### config.mk
export PLATFORM = sky130hd
export DESIGN_NAME = reloj_bcd
export DESIGN_NICKNAME = d
export VERILOG_FILES = /design/src/rtl/reloj_bcd.sv
export SDC_FILE = /design/constraint.sdc
export NUM_CORES = 1
export LEC_CHECK = 0
export CAP_MARGIN = 20
export CORE_MARGIN = 2
export CORE_UTILIZATION = 45
export CTS_BUF_LIST = sky130_fd_sc_hd__clkbuf_8
export CTS_CLUSTER_SIZE = 10
export DETAILED_ROUTE_END_ITERATION = 8
export PLACE_DENSITY = 0.73
export RECOVER_POWER = 50
export SYNTH_ARGS = -nofsm -noshare
export SYNTH_HDL_FRONTEND = slang
export SYNTH_SLANG_ARGS = --single-unit
export TNS_END_PERCENT = 100
### constraint.sdc
create_clock -name reloj1 -period 6.05 [get_ports reloj1]
set_input_delay 0.605 -clock reloj1 [delete_from_list [all_inputs] [get_ports reloj1]]
set_output_delay 0.605 -clock reloj1 [all_outputs]
set_load 0.03 [all_outputs]
### src/rtl/reloj_bcd.sv
// -----------------------------------------------------------------------------
// reloj_bcd
//   Time-of-day counter driving the BCD HH:MM digits b3..b0 used by the alarm
//   comparator. A prescaler divides reloj1 down to a one-per-second tick. An
//   internal BCD seconds count carries into minutes, and minutes carry into
//   hours. In set mode (ajuste=1) time is frozen, and rising edges on the
//   push-button inputs step minutes and hours independently.
//
//   Optional feature macro: FORMATO_12H_EN
//     When defined, hours count 12,1..11 and pm toggles on 11->12.
//     When undefined, hours count 00..23 and pm is tied to 0.
//
// Parameters
//   DIV        reloj1 cycles per second tick (>= 2)
//   DIV_W      prescaler width, must hold DIV-1
//
// Ports
//   reloj1     in   FPGA clock, all logic on posedge
//   reinicio_n in   asynchronous active-low reset
//   ajuste     in   set mode: 1 = time frozen, buttons active
//   inc_min    in   minute button, level, synchronous to reloj1
//   inc_hora   in   hour button, level, synchronous to reloj1
//   b0..b3     out  BCD minutes units/tens, hours units/tens
//   pm         out  PM flag (12 h build only, otherwise 0)
//   pulso_seg  out  one-cycle pulse on each second tick
// -----------------------------------------------------------------------------
module reloj_bcd #(
    parameter int DIV   = 50_000_000,
    parameter int DIV_W = 26
) (
    input  logic       reloj1,
    input  logic       reinicio_n,
    input  logic       ajuste,
    input  logic       inc_min,
    input  logic       inc_hora,
    output logic [3:0] b0,
    output logic [3:0] b1,
    output logic [3:0] b2,
    output logic [3:0] b3,
    output logic       pm,
    output logic       pulso_seg
);

    localparam logic [DIV_W-1:0] PRESC_MAX = DIV_W'(DIV - 1);

`ifdef FORMATO_12H_EN
    localparam logic [3:0] HORA_T_RST = 4'd1;
    localparam logic [3:0] HORA_U_RST = 4'd2;
`else
    localparam logic [3:0] HORA_T_RST = 4'd0;
    localparam logic [3:0] HORA_U_RST = 4'd0;
`endif

    logic [DIV_W-1:0] presc_q, presc_d;
    logic [3:0]       seg_u_q, seg_u_d;
    logic [3:0]       seg_t_q, seg_t_d;
    logic [3:0]       min_u_q, min_u_d;
    logic [3:0]       min_t_q, min_t_d;
    logic [3:0]       hora_u_q, hora_u_d;
    logic [3:0]       hora_t_q, hora_t_d;
    logic             pulso_q, pulso_d;
    logic             min_prev_q, min_prev_d;
    logic             hora_prev_q, hora_prev_d;
`ifdef FORMATO_12H_EN
    logic             pm_q, pm_d;
    logic             hora_flip;
`endif

    logic [3:0] min_u_inc, min_t_inc;
    logic       min_wrap;
    logic [3:0] hora_u_inc, hora_t_inc;
    logic       tick;
    logic       min_rise, hora_rise;

    // Next value of minutes and hours as if stepped by one. Shared by the
    // tick carry path and the set-mode buttons so both wrap identically.
    always_comb begin
        min_u_inc  = min_u_q + 4'd1;
        min_t_inc  = min_t_q;
        min_wrap   = 1'b0;
        hora_u_inc = hora_u_q + 4'd1;
        hora_t_inc = hora_t_q;
`ifdef FORMATO_12H_EN
        hora_flip  = 1'b0;
`endif

        if (min_u_q == 4'd9) begin
            min_u_inc = 4'd0;
            if (min_t_q == 4'd5) begin
                min_t_inc = 4'd0;
                min_wrap  = 1'b1;
            end else begin
                min_t_inc = min_t_q + 4'd1;
            end
        end

`ifdef FORMATO_12H_EN
        // 12 -> 01 keeps the meridian; 11 -> 12 crosses noon/midnight.
        if (hora_t_q == 4'd1 && hora_u_q == 4'd2) begin
            hora_t_inc = 4'd0;
            hora_u_inc = 4'd1;
        end else if (hora_t_q == 4'd1 && hora_u_q == 4'd1) begin
            hora_t_inc = 4'd1;
            hora_u_inc = 4'd2;
            hora_flip  = 1'b1;
        end else if (hora_u_q == 4'd9) begin
            hora_t_inc = hora_t_q + 4'd1;
            hora_u_inc = 4'd0;
        end
`else
        if (hora_t_q == 4'd2 && hora_u_q == 4'd3) begin
            hora_t_inc = 4'd0;
            hora_u_inc = 4'd0;
        end else if (hora_u_q == 4'd9) begin
            hora_t_inc = hora_t_q + 4'd1;
            hora_u_inc = 4'd0;
        end
`endif
    end

    // Main next-state logic: set mode freezes the prescaler and seconds and
    // lets button edges step the digits; run mode counts and ripples carries.
    always_comb begin
        presc_d     = presc_q;
        seg_u_d     = seg_u_q;
        seg_t_d     = seg_t_q;
        min_u_d     = min_u_q;
        min_t_d     = min_t_q;
        hora_u_d    = hora_u_q;
        hora_t_d    = hora_t_q;
        pulso_d     = 1'b0;
        min_prev_d  = inc_min;
        hora_prev_d = inc_hora;
`ifdef FORMATO_12H_EN
        pm_d        = pm_q;
`endif

        // Edge registers track the buttons in both modes, so a button that is
        // already held when set mode is entered does not register a press.
        min_rise  = inc_min & ~min_prev_q;
        hora_rise = inc_hora & ~hora_prev_q;
        tick      = ~ajuste & (presc_q == PRESC_MAX);

        if (ajuste) begin
            presc_d = '0;
            seg_u_d = 4'd0;
            seg_t_d = 4'd0;
            if (min_rise) begin
                min_u_d = min_u_inc;
                min_t_d = min_t_inc;
            end
            if (hora_rise) begin
                hora_u_d = hora_u_inc;
                hora_t_d = hora_t_inc;
`ifdef FORMATO_12H_EN
                if (hora_flip) begin
                    pm_d = ~pm_q;
                end
`endif
            end
        end else if (tick) begin
            presc_d = '0;
            pulso_d = 1'b1;
            if (seg_u_q == 4'd9) begin
                seg_u_d = 4'd0;
                if (seg_t_q == 4'd5) begin
                    seg_t_d = 4'd0;
                    min_u_d = min_u_inc;
                    min_t_d = min_t_inc;
                    if (min_wrap) begin
                        hora_u_d = hora_u_inc;
                        hora_t_d = hora_t_inc;
`ifdef FORMATO_12H_EN
                        if (hora_flip) begin
                            pm_d = ~pm_q;
                        end
`endif
                    end
                end else begin
                    seg_t_d = seg_t_q + 4'd1;
                end
            end else begin
                seg_u_d = seg_u_q + 4'd1;
            end
        end else begin
            presc_d = presc_q + 1'b1;
        end
    end

    // State registers with asynchronous active-low reset.
    always_ff @(posedge reloj1 or negedge reinicio_n) begin
        if (!reinicio_n) begin
            presc_q     <= '0;
            seg_u_q     <= 4'd0;
            seg_t_q     <= 4'd0;
            min_u_q     <= 4'd0;
            min_t_q     <= 4'd0;
            hora_u_q    <= HORA_U_RST;
            hora_t_q    <= HORA_T_RST;
            pulso_q     <= 1'b0;
            min_prev_q  <= 1'b0;
            hora_prev_q <= 1'b0;
`ifdef FORMATO_12H_EN
            pm_q        <= 1'b0;
`endif
        end else begin
            presc_q     <= presc_d;
            seg_u_q     <= seg_u_d;
            seg_t_q     <= seg_t_d;
            min_u_q     <= min_u_d;
            min_t_q     <= min_t_d;
            hora_u_q    <= hora_u_d;
            hora_t_q    <= hora_t_d;
            pulso_q     <= pulso_d;
            min_prev_q  <= min_prev_d;
            hora_prev_q <= hora_prev_d;
`ifdef FORMATO_12H_EN
            pm_q        <= pm_d;
`endif
        end
    end

    assign b0        = min_u_q;
    assign b1        = min_t_q;
    assign b2        = hora_u_q;
    assign b3        = hora_t_q;
    assign pulso_seg = pulso_q;
`ifdef FORMATO_12H_EN
    assign pm        = pm_q;
`else
    assign pm        = 1'b0;
`endif

endmodule

Yosys cells after proc, flatten, opt, wreduce, memory -nomap -nowiden. Index checks and enable logic that the tools add are counted. W data, S select, Z words.

$add $sub $neg: 7. Multipliers: 0. Divide/modulo/power cells: 0. $lt $le $gt $ge: 0. Equal/unequal tests: 10. Shift operators: 0. Multiplexer cells: 42. Bitwise operators: 6. Reductions and logical operators: 8.

Operators by type and width (count): $mux W4 (36); $mux W26 (2); $add A26 B1 Y26 const B (1); $eq A26 B26 Y1 const B (1); $add A4 B1 Y4 const B (6); $eq A4 B4 Y1 const B (3); $eq A4 B2 Y1 const B (2); $eq A4 B3 Y1 const B (2); $reduce_bool A2 Y1 (4); $reduce_and A5 Y1 (1); $mux W1 (4); $ne A2 B1 Y1 const B (2); $reduce_and A4 Y1 (1); $and A1 B1 Y1 (3); $not A1 Y1 (3); $reduce_and A2 Y1 (1); $logic_and A1 B1 Y1 (1).

Flip-flop bits (word level): 53. Bits in latches: 0. Memory bits (writable): 0. ROM bits: 0. Input bits: 5. Output and inout port bits: 18. Memories: 0.

Depth between registers and ports, before layout. Gate-level depths: netlist (run 1).

Depth after elaboration: 8. Gate-level depth with buffers: 8. Gate-level depth less buffers: 7.

Worst setup path before layout (run 1). No wires, ideal clock.

Path kind: reg-to-reg. Start: register presc_q[0]. End: register hora_u_q[1], in the netlist b2[1]. Setup time: 125 ps. Arrival: 2069 ps. Required time: 5925 ps. Slack: 3856 ps. Stages on the path, launching flop included: 8. Buffers on the path: 1. Period minus slack after synthesis: 2194 ps. Path through: dfrtp_1 -> ha_1 -> and4bb_2 -> nand4_1 -> or2_1 -> clkbuf_1 -> o21ai_0 -> mux2_2.

Cells in the longest elaborated chain, start to end: 4.

Ends and longest elaborated chain: from (decl) (line 54) `logic [DIV_W-1:0] presc_q, presc_d;`; from (signal assigned) (line 207) `presc_q <= presc_d;`; $eq A26 B26 Y1 (line 142) `tick = ~ajuste & (presc_q == PRESC_MAX);`; $and A1 B1 Y1 (line 142); $reduce_bool A2 Y1 (no source line); $reduce_and A5 Y1 (no source line); to (signal assigned) (line 212) `hora_u_q <= hora_u_d;`; to (decl) (line 59) `logic [3:0] hora_u_q, hora_u_d;`.

No other way between the ends. A chain may end at the register's enable or synchronous reset.

==> impl_metrics.ini, run 1 <==
[critical_path]
slowest_stage = clkbuf_1
crit_path_cell_trace = buf_2, clkbuf_1
slowest_delay_ns = 1.95
cp-start-kind = input pin
worstSetupEndpointType = asynchronous set/reset pin
ff2ff_setup_slack_ns = 3.42
crit_required_ns = 5.88
worstPathArrival_ns = 2.67
r2r-end = presc_q[19]
reg2regPathDepth = 5
path_buf_inv = 2
rr_startpoint = presc_q[7]
cp_top_family = buffers and inverters
worstSetupPathType = in -> async
critPathMaxFanout = 53

[floorplan]
chipWidth_um = 83.87
fp-row-count = 29
core_sq_um = 6241
start_util = 0.4599
die_h_um = 83.87
dieArea_sq_um = 7033
io_pins = 23

[clock_tree]
cts_resized = 0
htree_levels = 2
numCtsBuffers = 5
clock_tree.root_cell = clkbuf_8
clk_pin_slew_ns = 0.09
cts_setup_buffers = 0
cts_tree = done
clk_path_buf_depth = 2
cts_hold_buf = 0
insertion_delay_ns = 0.31
cts.sinks = 53

[synth]
ys_types = 50
syn_area_per_cell_sq_um = 9.763
synth-seq-area-share = 0.4621
synthCells = 294
synth_edf_count = 0
synthesis.nets = 308
dominantRegCellSynth = dfrtp_1
yosys_warnings = 0
ys_ff_latch = 53
synthArstFlopShare = 1.000
mappedNetlistArea_sq_um = 2870

[routing]
drt_iter0_markers = 89
drt-vias-per-instance = 5.390
routedWlPerCell_um = 13.59
drc = 0
ant_nets = 0
wl_um = 5329
vias = 2113
first_pass_iters = 4

[run_status]
status = complete, but fails checks
violations = max-capacitance violations, max-slew violations

[global_route]
antenna_found_initial = 0
grt_first_pass_wirelength_um = 9328
grt_pass1_vias = 2026
overflow = 0
grt_max_degree = 54
grtUsageTotal = 0.1611

[timing]
rsz0062_at_grt = false
fin_crit_ns = 2.846
fin_tns_setup_ns = 0
setup_violations = 0
finalHoldViolCount = 0
period_share = 0.4705
fmax_ghz = 0.3513
skew_ns = 0.01041
worst_slack_ns = 3.204
drv_slew = 54
relSlewSlack = -0.8569
tightestPinTransition_ns = 2.785

[cells_and_area]
finalNetCount = 328
fillCellCount = 570
drive_above_1_share = 0.08571
final_cell_mix = 53 x dfrtp_1, 44 x nor2_1, 20 x nand3_1, 20 x xor2_1
multi_input_comb_area_sq_um = 1451
seqCellArea_sq_um = 1326
antenna_cells = 0
final_common_cell = dfrtp_1
syn_to_final_growth_pct = 12.99

[power_and_ir_drop]
power.leakage_nw = 1.376
p_seq_frac = 0.473
clockPowerShare = 0.258
pwr-share-comb = 0.269
p_per_area_nw_per_um2 = 291.9
peakVddDrop_v = 0.0002278
sw_frac_of_total = 0.3320
p_switching_mw = 0.3142
cell_internal_pwr_mw = 0.6324

[worst_hold_path]
hold_path_startpoint = b3[3]
min_to = b3[3]
hold_class = reg -> reg
hold_depth = 1

[placed_design]
routabilityCongestion = 0.7571
io_buffer_count = 21
place_ws_ns = 3.072
dpl.hpwl_um = 3691

[flow_run]
max-cap-violations = 1
[logic make-up after synthesis]
kind of cell               after synthesis  synth area share
adders and majority gates                9           0.03923
DFF                                     53            0.4621
other                                    1          0.001307
AOI/OAI and AO/OA                       33           0.07019
buffers and inverters                   20           0.03225
and+or+nand+nor                        140            0.2720
muxes                                    9           0.03444
xor gates and xnor gates                29           0.08849
[final cells by class]
type,instances,share of cell area
repair buffers,23,0.06674
multi-input cells,221,0.4475
flip-flops and latches,53,0.4090
clock buffers,5,0.02122
well taps,77,0.02971
inverters,10,0.01157
clock inverters,3,0.01427
[registers in the layout (all words and copies together) (netlist names)]
name,count
b3,4
b0,4
hora_prev_q,1
min_prev_q,1
b1,4
pulso_seg,1
presc_q,26
seg_t_q,4
seg_u_q,4
b2,4
[power by group through the flow]
stage	clock network [mW]	registers, mW	logic, mW
2_1_floorplan	0	0.514	0.0913
6_report	0.244	0.448	0.255
5_1_grt	0.265	0.459	0.274
4_1_cts	0.254	0.448	0.258
3_3_place_gp	0	0.453	0.254
3_5_place_dp	0	0.456	0.257
[synthesized netlist by cell type (all sizes together) (2+ instances only)]
| master | count | area, sq um |
|---|---|---|
| or3 | 5 | 31.28 |
| a21oi | 10 | 50.05 |
| nand2 | 13 | 48.80 |
| and4bb | 2 | 25.02 |
| o211ai | 2 | 15.01 |
| xor2 | 20 | 175.2 |
| buf | 5 | 35.03 |
| dfrtp | 53 | 1326 |
| nand4 | 9 | 56.30 |
| or2 | 3 | 18.77 |
| or4 | 2 | 15.01 |
| and4 | 2 | 17.52 |
| clkbuf | 5 | 20.01 |
| mux2i | 2 | 20.02 |
| mux2 | 7 | 78.83 |
| o21ai | 12 | 60.06 |
| nand3 | 21 | 110.1 |
| inv | 10 | 37.54 |
| and2 | 4 | 25.02 |
| nand3b | 3 | 22.52 |
| xnor2 | 9 | 78.83 |
| nor3b | 2 | 15.01 |
| a31oi | 2 | 12.51 |
| nor4 | 4 | 25.02 |
| nor2 | 44 | 165.2 |
| nor4bb | 3 | 30.03 |
| and3b | 3 | 26.28 |
| ha | 9 | 112.6 |
| nor3 | 4 | 25.02 |
| and3 | 9 | 56.30 |
[layer usage]
metal | up-vias | global-route usage | routed length [um]
li1 | 1071 | - | -
met1 | 1015 | 0.2074 | 2505
met2 | 21 | 0.2684 | 2591
met3 | 6 | 0.03462 | 148
met4 | 0 | 0.05718 | 83
met5 | - | 0 | 0
[worst max-delay path by stage]
| stage | startpoint | endpoint | slack [ns] | depth (start not counted) |
|---|---|---|---|---|
| 2_1_floorplan | presc_q[0] | b2[1] | 3.86 | 7 |
| 4_1_cts | presc_q[7] | presc_q[2] | 3.39 | 5 |
| 6_report | reinicio_n | presc_q[4] | 3.20 | 2 |
| 3_5_place_dp | ajuste | b3[2] | 3.07 | 6 |
| 3_3_place_gp | ajuste | b3[2] | 3.14 | 6 |
| 5_1_grt | reinicio_n | presc_q[4] | 2.50 | 2 |
[metrics by stage]
stage | hold WS [ns] | std cells | total power [mW] | instance area [sq um] | utilization
final | 0.5025 | 392 | 0.9467 | 3243 | 0.5196
after global routing | 0.5379 | 392 | 0.9983 | 3243 | 0.5196
after CTS | 0.4140 | 392 | 0.9605 | 3247 | 0.5202
after detailed placement | 0.4969 | 384 | 0.7132 | 3132 | 0.5018
after global placement | 0.4935 | 384 | 0.7072 | 3132 | 0.5018
after floorplan | 0.3094 | 294 | 0.6056 | 2870 | -
(Power assumes the default switching activity.)
==> run 2, diff against run 1 <==
- PLACE_DENSITY: 0.73 -> 0.76
- clock period: 6.05 -> 2.5 ns (I/O delays scaled with it)
==> impl_metrics.ini, run 2 (synthesis gave the netlist of run 1 again) <==
[timing]
finalHoldViolCount = 0
period_share = 0.9197
setup_violations = 0
drv_slew = 0
relSlewSlack = 0.06289
fin_crit_ns = 2.299
rsz0062_at_grt = false
fin_tns_setup_ns = 0
fmax_ghz = 0.4349
skew_ns = 0.01214
tightestPinTransition_ns = 1.406

[flow_run]
max-cap-violations = 0

[critical_path]
crit_required_ns = 2.71
ff2ff_setup_slack_ns = 0.20
critPathMaxFanout = 9
cp-startpoint = presc_q[0]
rr_startpoint = presc_q[0]
worstSetupPathType = reg -> reg
worstPathArrival_ns = 2.51
path_buf_inv = 0
cp-start-kind = flop
cp_top_family = simple AND/OR/NAND/NOR gates
slowest_delay_ns = 0.40
crit_path_cell_trace = ha_1, and4bb_2, nand4_1, or2_1, o21ai_0, mux2_2
worstSetupEndpointType = flop
slowest_stage = dfrtp_1

[routing]
drt_iter0_markers = 137
vias = 2202
routedWlPerCell_um = 13.44
ant_nets = 0
wl_um = 5374
first_pass_iters = 4
drt-vias-per-instance = 5.505
drc = 0

[cells_and_area]
largest_reg_flops = 26
final_common_cell = dfrtp_1
final_cell_mix = 53 x dfrtp_1, 44 x nor2_1, 20 x nand3_1, 20 x xor2_1, 13 x nand2_1
drive_above_1_share = 0.1053
top_register = presc_q
syn_to_final_growth_pct = 16.30
antenna_cells = 0
finalNetCount = 336
fillCellCount = 546
seqCellArea_sq_um = 1326
multi_input_comb_area_sq_um = 1451

[clock_tree]
clk_pin_slew_ns = 0.10
htree_levels = 2
cts.sinks = 53
cts_resized = 0
cts_tree = done
cts_hold_buf = 1
clk_path_buf_depth = 2
cts_setup_buffers = 0
clock_tree.root_cell = clkbuf_8
numCtsBuffers = 5
insertion_delay_ns = 0.31

[global_route]
overflow = 0
grt_pass1_vias = 2187
antenna_found_initial = 0
grtUsageTotal = 0.1725
grt_first_pass_wirelength_um = 10010
grt_max_degree = 30

[floorplan]
start_util = 0.4599
io_pins = 23
die_h_um = 83.87
core_sq_um = 6241
fp-row-count = 29
dieArea_sq_um = 7033
chipWidth_um = 83.87

[worst_hold_path]
hold_class = reg -> reg
hold_path_startpoint = presc_q[0]

[run_status]
status = finished, final reports clean

[power_and_ir_drop]
peakVddDrop_v = 0.0005358
power.leakage_nw = 1.425
power.total_mw = 2.320
p_per_area_nw_per_um2 = 695.0

[placed_design]
routabilityCongestion = 0.8054
dpl.hpwl_um = 3804
io_buffer_count = 21
## run 2: path summary, 6_finish.rpt
check                                   end  depth (start not counted)
max in group asynchronous       presc_q[22]                          2
worst min-delay path             presc_q[0]                          1
worst max register to register        b2[1]                          6
min in group asynchronous             b3[3]                          2
worst min register to register   presc_q[0]                          1
worst max-delay path                  b2[1]                          6
## run 2: final cells by class
cell class / instances / share of cell area
Clock buffer: 6 / 0.02474
Sequential cell: 53 / 0.3973
Multi-Input combinational cell: 221 / 0.4348
Inverter: 10 / 0.01124
Tap cell: 77 / 0.02886
Clock inverter: 2 / 0.01124
Timing Repair Buffer: 31 / 0.09183
## run 2: per-stage QoR
step	setup WS, ns	instance area [sq um]	cells	utilization	hold slack, ns
3_5_place_dp	0.1382	3209	391	0.5142	0.2873
6_report	0.2008	3338	400	0.5349	0.5008
4_1_cts	0.1833	3339	400	0.5351	0.4238
5_1_grt	0.006284	3338	400	0.5349	0.5230
2_1_floorplan	0.3064	2870	294	-	-0.04559
3_3_place_gp	0.1824	3209	391	0.5142	0.2774
## run 2: where the power goes
group,internal (mW),total (mW),leakage (nW),switching [mW]
Combinational,0.287,0.624,0.654,0.337
Clock,0.326,0.614,0.0574,0.288
Sequential,0.947,1.08,0.714,0.135
Total,1.56,2.32,1.43,0.760
## run 2: per-layer routing
layer | up-vias | wire length, um | track usage
met4 | 0 | 59 | 0.04252
met2 | 42 | 2579 | 0.2829
met5 | - | 0 | 0
met3 | 9 | 221 | 0.04154
li1 | 1091 | - | -
met1 | 1060 | 2514 | 0.2314
==> run 3, diff against run 2 <==
- CAP_MARGIN: 20 -> 30
- CELL_PAD_IN_SITES_DETAIL_PLACEMENT: unset -> 0
- CELL_PAD_IN_SITES_GLOBAL_PLACEMENT: unset -> 1
- PLACE_DENSITY: 0.76 -> 0.88
- clock period: 2.5 -> 2.83 ns (I/O delays scaled with it)
==> impl_metrics.ini, run 3 (synthesis gave the netlist of run 1 again) <==
[routing]
routedWlPerCell_um = 14.10
ant_nets = 0
drt_iter0_markers = 120
drt-vias-per-instance = 5.514
drc = 0
wl_um = 5597
first_pass_iters = 4
vias = 2189

[critical_path]
worstPathArrival_ns = 2.57
ff2ff_setup_slack_ns = 0.46
crit_required_ns = 3.03
slowest_stage = dfrtp_1
reg2regPathDepth = 6
worstSetupEndpointType = flop
cp-start-kind = flop
cp.depth = 6
slowest_delay_ns = 0.41
rr_startpoint = presc_q[0]
path_buf_inv = 0
crit_path_end = b2[1]
critPathMaxFanout = 9
cp_top_family = simple AND/OR/NAND/NOR gates
worstSetupPathType = reg -> reg
crit_path_cell_trace = ha_1, and4bb_2, nand4_1, or2_1, o21ai_0, mux2_2
cp-startpoint = presc_q[0]
r2r-end = b2[1]

[global_route]
grt_first_pass_wirelength_um = 10160
overflow = 0
antenna_found_initial = 0
grt_max_degree = 29
grt_pass1_vias = 2160
grtUsageTotal = 0.1740

[timing]
drv_slew = 29
setup_violations = 0
finalHoldViolCount = 0
period_share = 0.8383
skew_ns = 0.01196
relSlewSlack = -0.03018
fin_tns_setup_ns = 0
fin_crit_ns = 2.372
rsz0062_at_grt = false
worst_hold_slack_ns = 0.5052
tightestPinTransition_ns = 1.545
fmax_ghz = 0.4215

[cells_and_area]
final_util = 0.5255
drive_above_1_share = 0.08750
fillCellCount = 575
top_register = presc_q
postLayoutCellArea_sq_um = 3279
multi_input_comb_area_sq_um = 1451
final_cell_mix = 53 x dfrtp_1, 44 x nor2_1, 20 x nand3_1, 20 x xor2_1, 13 x nand2_1
syn_to_final_growth_pct = 14.25
final_common_cell = dfrtp_1
largest_reg_flops = 26
finalNetCount = 333
layout.cells.non_filler = 397
antenna_cells = 0
seqCellArea_sq_um = 1326

[placed_design]
io_buffer_count = 21
place_inst = 388
routabilityCongestion = 0.7751
dpl.hpwl_um = 3923
dpl-instance-area_sq_um = 3162

[floorplan]
fp-row-count = 29
start_util = 0.4599
io_pins = 23
chipWidth_um = 83.87
core_sq_um = 6241
die_h_um = 83.87
dieArea_sq_um = 7033

[clock_tree]
clock_tree.root_cell = clkbuf_8
cts_setup_buffers = 0
cts.sinks = 53
htree_levels = 2
clk_pin_slew_ns = 0.10
numCtsBuffers = 5
cts_tree = done
insertion_delay_ns = 0.30
clk_path_buf_depth = 2

[power_and_ir_drop]
power.leakage_nw = 1.400
peakVddDrop_v = 0.0004855
p_per_area_nw_per_um2 = 618.1

[run_status]
status = complete, but fails checks
violations = max-capacitance violations, max-slew violations

[worst_hold_path]
hold_class = reg -> reg

[flow_run]
max-cap-violations = 1
## run 3: cell count changes in the layout (fill, tap and decap cells not counted)
| cell | previous run | this run |
|---|---|---|
| buf_4 | 7 | 4 |
| buf_12 | 2 | 0 |
| clkbuf_1 | 1 | 3 |
| inv_1 | 10 | 11 |
| clkinvlp_4 | 1 | 0 |
## run 3: timing repair
action	4_1_cts	5_1_grt
hold endpoints to repair	33	0
hold buffers	1	0
resized for setup	0	0
## run 3: where the power goes
group	switching [mW]	internal, mW
Sequential	0.122	0.837
Clock	0.241	0.285
Combinational	0.295	0.247
## run 3: metal layers
metal	wire, um	track usage	up-vias
li1	-	-	1079
met1	2700	0.2404	1061
met2	2633	0.2764	40
met3	178	0.03066	9
met4	84	0.06158	0
met5	0	0	-
## run 3: final cells by class
class,instances,area share
inverter,10,0.01145
sequential,53,0.4044
timing repair buffer,28,0.07669
clock buffer,6,0.02518
tap,77,0.02938
multi-input combinational,221,0.4426
clock inverter,2,0.01030
## run 3: worst reg2reg max path: cells and delay by family, from the launching register on
family,cells,cell delay (ns)
DFF,1,0.41
AOI/OAI and AO/OA,1,0.33
adders and majority gates,1,0.29
muxes,1,0.37
and+or+nand+nor,3,0.88
## run 3: worst min path at each step
| stage | depth (start not counted) | to | from |
|---|---|---|---|
| 2_1_floorplan | 0 | b0[0] | reinicio_n |
| 3_3_place_gp | 2 | b0[0] | reinicio_n |
| 3_5_place_dp | 2 | b1[0] | reinicio_n |
| 4_1_cts | 1 | min_prev_q | inc_min |
| 6_report | 1 | b3[3] | b3[3] |
| 5_1_grt | 1 | presc_q[0] | presc_q[0] |
## run 3: per-stage QoR
stage	power, mW	setup slack, ns
after floorplan	1.295	0.6364
after global placement	1.517	0.5438
after detailed placement	1.530	0.4525
after CTS	2.062	0.4233
after global routing	2.143	0.2314
final	2.027	0.4576
